$ cat src/rtl/pred_resolve_pkg.sv
// pred_resolve_pkg: shared XLEN, in-flight prediction entry and resolver FSM state types
package pred_resolve_pkg;
  localparam int XLEN = 32;
  typedef struct packed {
    logic [XLEN-1:0] pc;
    logic            pred_v;
    logic            pred_taken;
    logic [XLEN-1:0] pred_pc;
  } pred_entry_t;
  typedef enum logic [1:0] {IDLE, RUN, RECOVER} pred_res_state_e;
endpackage

$ cat src/rtl/pred_fifo.sv
// pred_fifo: DEPTH x pred_entry_t sync FIFO; ports: push/din in, pop/dout out (head), clear, count/full/empty status
module pred_fifo
  import pred_resolve_pkg::*;
#(
  parameter int DEPTH = 4
) (
  input  logic                   clk,
  input  logic                   reset_n,
  input  logic                   push,
  input  logic                   pop,
  input  logic                   clear,
  input  pred_entry_t            din,
  output pred_entry_t            dout,
  output logic [$clog2(DEPTH):0] count,
  output logic                   full,
  output logic                   empty
);
  localparam int AW = $clog2(DEPTH);
  localparam int CW = AW + 1;
  pred_entry_t mem [DEPTH];
  logic [AW-1:0] rd, wr;
  logic do_push, do_pop;
  assign full = count == CW'(DEPTH);
  assign empty = count == '0;
  assign do_push = push & ~full;
  assign do_pop = pop & ~empty;
  assign dout = mem[rd];
  // Pointers are AW bits wide, so DEPTH being a power of two gives the modulo wrap for free
  always_ff @(posedge clk or negedge reset_n)
    if (!reset_n) begin
      rd <= '0;
      wr <= '0;
      count <= '0;
    end else if (clear) begin
      rd <= '0;
      wr <= '0;
      count <= '0;
    end else begin
      if (do_push) wr <= wr + 1'b1;
      if (do_pop) rd <= rd + 1'b1;
      count <= count + CW'(do_push) - CW'(do_pop);
    end
  always_ff @(posedge clk)
    if (do_push & ~clear) mem[wr] <= din;
endmodule

$ cat src/rtl/pred_resolve.sv
// pred_resolve: tracks IF predictions to EX, resolves them; ports: IF push/full, EX pop/outcome, flush, redirect and predictor update outputs
module pred_resolve
  import pred_resolve_pkg::*;
#(
  parameter int DEPTH = 4
) (
  input  logic            clk,
  input  logic            reset_n,
  input  logic            if_push_i,
  input  logic [XLEN-1:0] if_pc_i,
  input  logic            if_pred_v_i,
  input  logic            if_pred_taken_i,
  input  logic [XLEN-1:0] if_pred_pc_i,
  output logic            if_full_o,
  input  logic            ex_pop_i,
  input  logic            ex_branch_i,
  input  logic            ex_taken_i,
  input  logic [XLEN-1:0] ex_pc_i,
  input  logic [XLEN-1:0] ex_target_i,
  input  logic            flush_i,
  output logic            redirect_v_o,
  output logic [XLEN-1:0] redirect_pc_o,
  output logic            pred_en_o,
  output logic [XLEN-1:0] pred_pc_branch_o,
  output logic [XLEN-1:0] pred_pc_target_o,
  output logic            pred_success_q_o,
  output logic            pred_failed_q_o
);
  localparam int CW = $clog2(DEPTH) + 1;
  pred_res_state_e state, state_nx;
  pred_entry_t head, din;
  logic [CW-1:0] cnt;
  logic full, empty, accept, push_ok, pop_ok, ptaken, wrong, mis, upd;
  assign din = '{pc: if_pc_i, pred_v: if_pred_v_i, pred_taken: if_pred_taken_i, pred_pc: if_pred_pc_i};
  assign push_ok = if_push_i & ~full & accept;
  assign pop_ok = ex_pop_i & ~empty & accept;
  assign ptaken = head.pred_v & head.pred_taken;
  // A non-branch is simply "actually not taken", so a taken prediction on it is wrong too
  assign wrong = (ex_taken_i != ptaken) | (ex_taken_i & ptaken & (ex_target_i != head.pred_pc));
  // flush_i outranks everything: the popped instruction is itself being squashed
  assign mis = pop_ok & wrong & ~flush_i;
  assign upd = pop_ok & ex_branch_i & ~flush_i;
  assign if_full_o = full;
  pred_fifo #(.DEPTH(DEPTH)) u_fifo (
    .clk     (clk),
    .reset_n (reset_n),
    .push    (push_ok),
    .pop     (pop_ok),
    .clear   (flush_i | mis),
    .din     (din),
    .dout    (head),
    .count   (cnt),
    .full    (full),
    .empty   (empty)
  );
  always_ff @(posedge clk or negedge reset_n)
    if (!reset_n) state <= IDLE;
    else state <= state_nx;
  always_comb
    state_nx = flush_i ? IDLE :
               state == RECOVER ? IDLE :
               mis ? RECOVER :
               state == IDLE ? (push_ok ? RUN : IDLE) :
               (pop_ok & ~push_ok & cnt == CW'(1)) ? IDLE : RUN;
  // Everything between the mispredicted branch and the refetch is wrong-path, so RECOVER accepts nothing
  always_comb
    accept = state != RECOVER;
  always_ff @(posedge clk or negedge reset_n)
    if (!reset_n) begin
      redirect_v_o <= 1'b0;
      redirect_pc_o <= '0;
      pred_en_o <= 1'b0;
      pred_pc_branch_o <= '0;
      pred_pc_target_o <= '0;
      pred_success_q_o <= 1'b0;
      pred_failed_q_o <= 1'b0;
    end else begin
      redirect_v_o <= mis;
      if (mis) redirect_pc_o <= ex_taken_i ? ex_target_i : ex_pc_i + XLEN'(4);
      pred_en_o <= upd;
      if (upd) begin
        pred_pc_branch_o <= ex_pc_i;
        pred_pc_target_o <= ex_target_i;
      end
      pred_success_q_o <= upd & head.pred_v & ~wrong;
      pred_failed_q_o <= upd & head.pred_v & wrong;
    end
  ap_no_pop_empty: assert property (@(posedge clk) disable iff (!reset_n) !(ex_pop_i && accept && empty));
endmodule

$ cat config.mk
export PLATFORM = sky130hd
export DESIGN_NAME = pred_resolve
export DESIGN_NICKNAME = d
export VERILOG_FILES = /design/src/rtl/pred_resolve_pkg.sv /design/src/rtl/pred_fifo.sv /design/src/rtl/pred_resolve.sv
export SDC_FILE = /design/constraint.sdc
export NUM_CORES = 1
export LEC_CHECK = 0
export ABC_CLOCK_PERIOD_IN_PS = 5600
export BUFFER_PORTS_ARGS = -buffer_cell sky130_fd_sc_hd__buf_2
export CAP_MARGIN = 25
export CORE_MARGIN = 5
export CORE_UTILIZATION = 49
export CTS_CLUSTER_DIAMETER = 50
export CTS_CLUSTER_SIZE = 25
export DETAILED_ROUTE_END_ITERATION = 12
export PLACE_DENSITY_LB_ADDON = 0.1
export SETUP_SLACK_MARGIN = 0.15
export SYNTH_ARGS = -nofsm -noshare
export SYNTH_HDL_FRONTEND = slang
export SYNTH_SLANG_ARGS = --single-unit
$ cat constraint.sdc
create_clock -name clk -period 5.6 [get_ports clk]
set_input_delay 0.84 -clock clk [delete_from_list [all_inputs] [get_ports clk]]
set_output_delay 0.84 -clock clk [all_outputs]
set_load 0.02 [all_outputs]
Word-level counts from Yosys, hierarchy flattened
Memories as Yosys holds them, arrays and structs flattened. Cells that the tools add are included.

Divide/modulo/power cells: 0. $add $sub $neg: 5. Bitwise operators: 27. Eq/ne operators: 6. Mux-type cells: 14. Reductions and logical operators: 4. $mul: 0. Shift operators: 0. $lt $le $gt $ge: 0.

Operator list (number): 32-bit by 3-bit adder with 32-bit output (second input constant) (1); 32-bit 2-to-1 mux (1); 32-bit inequality test (1); 1-bit AND (19); 2-bit 2-to-1 mux (7); 1-bit NOT (6); 1-bit 2-to-1 mux (5); 2-bit by 1-bit adder with 2-bit output (second input constant) (2); 2-bit nonzero test (2); 3-bit by 1-bit adder with 3-bit output (1); 3-bit by 1-bit == test with 1-bit output (second input constant) (1); 3-bit == test (second input constant) (1); 3-bit zero test (1); 3-bit 2-to-1 mux (1); 3-bit by 1-bit subtractor with 3-bit output (1); 2-bit == test (second input constant) (1); 2-bit zero test (1); 2-bit inequality test (second input constant) (1); 1-bit OR (2); 1-bit inequality test (1).

Memory bits (writable): 264. Latch bits: 0. Memory bits (read-only): 0. Input bits: 137. Memories: 1. Register bits: 109.

Memory list: u_fifo.mem (words 4, bits a word 66, read ports 1, clocked after memory_dff 0, wr ports 1, line pred_fifo.sv:20) `pred_entry_t mem [DEPTH];`.

Longest topological paths before layout
Depth after elaboration: 12. Mapped depth: 11.

Hierarchy
Synthesis repeated with hierarchy kept, for this count alone.

Cells, all modules: 950. Area total of the unflattened synthesis: 15043.2 µm².

By module, submodules not included: pred_fifo (cells each 393, times used 1, area an instance 9983.3 µm²); pred_resolve (cells each 557, times used 1, area an instance 5059.9 µm²).

Worst setup path before layout
Ideal clock, no wire load.

Path type: register -> register. Start: reg u_fifo.rd[1]. End: mem u_fifo.mem[0][0] in the netlist's numbering (enable). Data arrival time: 4.944 ns. Setup time: 0.477 ns. Period minus slack after synthesis: 5.421 ns. Cell stages (with the launch flop): 11. Slack: 0.179 ns. Cell sequence: dfrtp_1 > clkbuf_1 > clkbuf_1 > mux4_2 > xnor2_1 > nand4_1 > nor4_2 > nand2_2 > a21o_1 > buf_2 > a211oi_1.

Word-level cells in the longest chain between the ends: 12.

RTL lines: from (decl) (line pred_fifo.sv:21) `logic [AW-1:0] rd, wr;`; from (signal assigned) (line pred_fifo.sv:40) `if (do_pop) rd <= rd + 1'b1;`; memory 4 x 66 bit (*); parallel branches: the longest is 3 deep, another holds 32-bit inequality test; 1-bit OR (*) (line pred_resolve.sv:39) `assign wrong = (ex_taken_i != ptaken) | (ex_taken_i & ptaken & (ex_target_i != head.pred_pc));`; 1-bit AND (*) (2 in a row) (line pred_resolve.sv:41) `assign mis = pop_ok & wrong & ~flush_i;`; 1-bit OR (*) (line pred_resolve.sv:49) `.clear (flush_i | mis),`; 1-bit NOT (*) (line pred_fifo.sv:44) `if (do_push & ~clear) mem[wr] <= din;`; 1-bit AND (*) (line pred_fifo.sv:44); 1-bit 2-to-1 mux (*) (line pred_fifo.sv:44); 1-bit 2-to-1 mux (implied by the code) (*) (line pred_fifo.sv:44); to (decl) (line pred_fifo.sv:20).

Mark *: on every way between the ends.

Worst setup path after layout
Start: reg u_fifo.rd[0]. End: mem u_fifo.mem[3][18] in the netlist's numbering (enable).

The elaborated chain is that of the path after synthesis.

==> summary.txt <==
Status
  • Outcome: finished, final reports clean

Die
  • Core area: roughly 0.021 mm^2
  • Num ports: 238
  • Die Wd: 156 um
  • # rows: 53
  • Die Ht: 156 um
  • Initial core utilization: 49.6%
  • Die ar.: 0.0242 mm^2

Global routing
  • Initial antenna violation count: 3
  • First-pass GRT wire length: 37000 um
  • Gr ovfl total: 0
  • Vias in the first global route: around 6400
  • GRT Total Usage: 19.8%
  • Global Route met2 Usage: approximately 32%
  • Grt peak-use layer: met2
  • Met3 usage: a little under 4%
  • Met1 Usage GRT: 28.0%
  • Largest net degree at the start of global routing: 62

STA
  • Hold slack: 0.363 ns
  • Max-slew violations: 0
  • Maximum clock rate: between 0.2 and 0.25 GHz
  • Min Tclk post-route: 4.10 ns
  • RSZ-0062 raised after global routing: false
  • Number of setup violations in the final report: 0
  • Layout Skew: 0.0350 ns
  • Worst Tran Pin Value: ~0.81 ns
  • Final setup TNS: 0 ns
  • Share of the cycle needed by the critical path after routing: around 73%
  • Max transition margin: 45.7%
  • Final Hold Fails: 0

Logic synthesis
  • Cell taking the most area after synthesis: edfxtp_1
  • Post-synth cell types: 38
  • Syn_area_per_cell: 16.1 um^2
  • Synthesized cell area: 0.0104 mm^2
  • Synth warn: 0
  • Seq cells post-synth: around 250
  • Syn Nets: slightly below 800
  • Sequential share of the synthesized area: 65.6%
  • Number of flops mapped to enable cells by yosys: 136
  • Instance count of the mapped netlist: 647
  • Ys flop type: edfxtp_1
  • Synth top area cells: edfxtp_1, dfrtp_1, mux2_2
  • Fraction of registers with async set/reset: 44.5%
  • Share of the synthesized area in the top cell type: between 30% and 40%

Clock network
  • TritonCTS Sinks: 245
  • # hold bufs at CTS: 0
  • Worst skew pair latency: 0.54 ns
  • Clock transition at path regs: 0.08 ns
  • CTS tree: done
  • Post-CTS setup buffers: 0
  • H-Tree Depth: 1
  • CTS root buf: clkbuf_16
  • TritonCTS Buffers: 25
  • Cts repair resizes: 0
  • Clock Tree Buf Depth: 3

Finish
  • Fraction of layout cells with a size suffix above 1: ~43%
  • Final nets: 1010
  • Area Overhead vs Synth: 22.1%
  • Filler cell count: about 1600
  • Cell Count, Final, Fillers Out: 1159

Route
  • Vias: 6206
  • Drt drc: 0
  • First DRT Iteration DRCs: between 400 and 500
  • Drt pass-1 iters: 4
  • Remaining antenna violation count after routing: 0
  • Post-DR wirelength/cell: 21.0 um
  • Final WL: between 20000 and 25000 um
  • Via/cell ratio: between 5 and 6

Worst setup path
  • Critical Path Sink Type: register
  • Crit-path slowest cell: a211oi_4
  • Crit path cell chain: buf_4 > mux4_2 > xnor2_1 > nand4_1 > nor4_2 > nand2_2 > a21o_1 > a211oi_4 > buf_12
  • Crit path largest cell delay: 0.73 ns
  • WP data arrival: 4.33 ns
  • CP required: 5.83 ns
  • CP startpoint kind: register
  • Max FO, Critical Path: 25
  • Critical path type: register to register

Flow run
  • Max_cap viols: 0

Place
  • DP HPWL: 17700 um
  • Placer Congestion: 0.806
  • Port Buffers: 205
  • Placed insts: around 1100

Power and ir drop
  • Leak Pwr: just over 5 nW
  • VDD IR max: 285 uV
  • PD cells: 480 mW/mm^2
  • Power after layout: 6.09 mW

Hold path
  • Worst hold path class: input port to asynchronous set/reset pin
-- flip-flops by register name, indices dropped and copies added, names as in the netlist --
signal	flops
u_fifo.mem	136
redirect_v_o	1
u_fifo.count	3
pred_failed_q_o	1
state	2
redirect_pc_o	32
pred_pc_target_o	32
u_fifo.wr	2
pred_en_o	1
u_fifo.rd	2
pred_pc_branch_o	32
pred_success_q_o	1
-- metal layers --
layer  vias up  routed length (um)
met2       192               11700
met3        34                1560
li1       2874                   -
met1      3100               10500
met4         6                 454
met5         -                  28
-- power by group --
group          switching [mW]  total (mW)  internal (mW)
clock                   0.798        1.69          0.889
sequential              0.209        2.56           2.35
combinational            1.08        1.84          0.764
-- worst paths after layout --
| path | from | end | slack [ns] | cells after the start |
|---|---|---|---|---|
| min reg2reg | redirect_pc_o[10]$_DFFE_PN0P_ | redirect_pc_o[10]$_DFFE_PN0P_ | 0.49 | 1 |
| max | u_fifo.rd[0]$_DFFE_PN0P_ | u_fifo.mem[3][18]$_DFFE_PP_ | 1.50 | 9 |
| max reg2reg | u_fifo.rd[0]$_DFFE_PN0P_ | u_fifo.mem[3][18]$_DFFE_PP_ | 1.50 | 9 |
| min | reset_n | pred_pc_target_o[19]$_DFFE_PN0P_ | 0.36 | 1 |
| max in group asynchronous | reset_n | u_fifo.rd[0]$_DFFE_PN0P_ | 4.02 | 2 |
| min in group clk | redirect_pc_o[10]$_DFFE_PN0P_ | redirect_pc_o[10]$_DFFE_PN0P_ | 0.49 | 1 |
-- worst max-delay path: cells and delay by family, from the launching register on --
family                 cells  cell delay, ns
AO/OA/AOI/OAI              2            1.17
multiplexers               1            0.56
buffers and inverters      2            0.57
AND/OR/NAND/NOR            3            0.62
flip-flops                 1            0.63
XOR/XNOR                   1            0.19
-- cell usage after synthesis, types with 2 or more instances --
library cell  number
xnor2_1           43
mux4_2            34
nor2_1            11
nor3_1             3
mux2_1            28
mux2_2            70
xor2_1            20
ha_1               8
buf_2              2
nor2b_1            2
a21oi_1            2
buf_4              2
nor3b_1            2
o21ai_0           29
and2_1             4
and3_1             5
nand2_1           51
nand3_1            8
edfxtp_1         136
and4_1             3
a211oi_1          11
nor4_2             2
buf_6              4
inv_1             10
dfrtp_1          109
clkbuf_1          19
nand4_1           18
-- metrics by stage --
step	utilization (%)	setup WS (ns)	instance area (um^2)
5_1_grt	60.5	1.22	12700
4_1_cts	60.5	1.42	12700
2_1_floorplan	-	0.179	10400
3_5_place_dp	56.3	1.43	11800
3_3_place_gp	56.3	1.46	11800
6_report	60.5	1.50	12700
-- kinds of logic (layout without fill, tap and decap cells) --
family	count (synthesis)	in the layout	share of synthesized area, %
xor+xnor	63	63	5.31
other cells	0	1	0
simple gates	113	113	5.41
compound gates	46	46	2.72
fa+ha+maj	9	9	1.16
flops	245	245	65.6
buf+inv	38	274	1.76
mux	133	133	18.1
-- area by class of cell --
type                    count  area [um^2]  area share [%]
clock buffers              25          626            4.93
diodes                      1         2.50          0.0197
clock inverters            21          253            1.99
flip-flops and latches    245         6810            53.7
inverters                  10         37.5           0.296
repair buffers            218         1160            9.17
multi-input cells         364         3450            27.2
well taps                 275          344            2.71
-- placed cells by master (no fill, tap or decap), types with 3 or more instances in the layout --
cell	Yosys	final
inv_8	0	4
ha_1	8	8
clkinv_8	0	7
inv_6	0	5
buf_2	2	204
nor3_1	3	3
inv_1	10	10
and2_1	4	4
clkbuf_16	0	25
and3_1	5	5
and4_1	3	3
mux2_2	70	70
edfxtp_1	136	136
dfrtp_1	109	108
buf_12	0	3
nand2_1	51	50
a211oi_1	11	7
buf_4	2	11
mux4_2	34	34
nor2_1	11	11
nand4_1	18	18
nand3_1	8	8
mux2_1	28	28
o21ai_0	29	29
xnor2_1	43	43
xor2_1	20	20
a211oi_4	0	4
No activity file was read; power rests on OpenSTA's default activity.
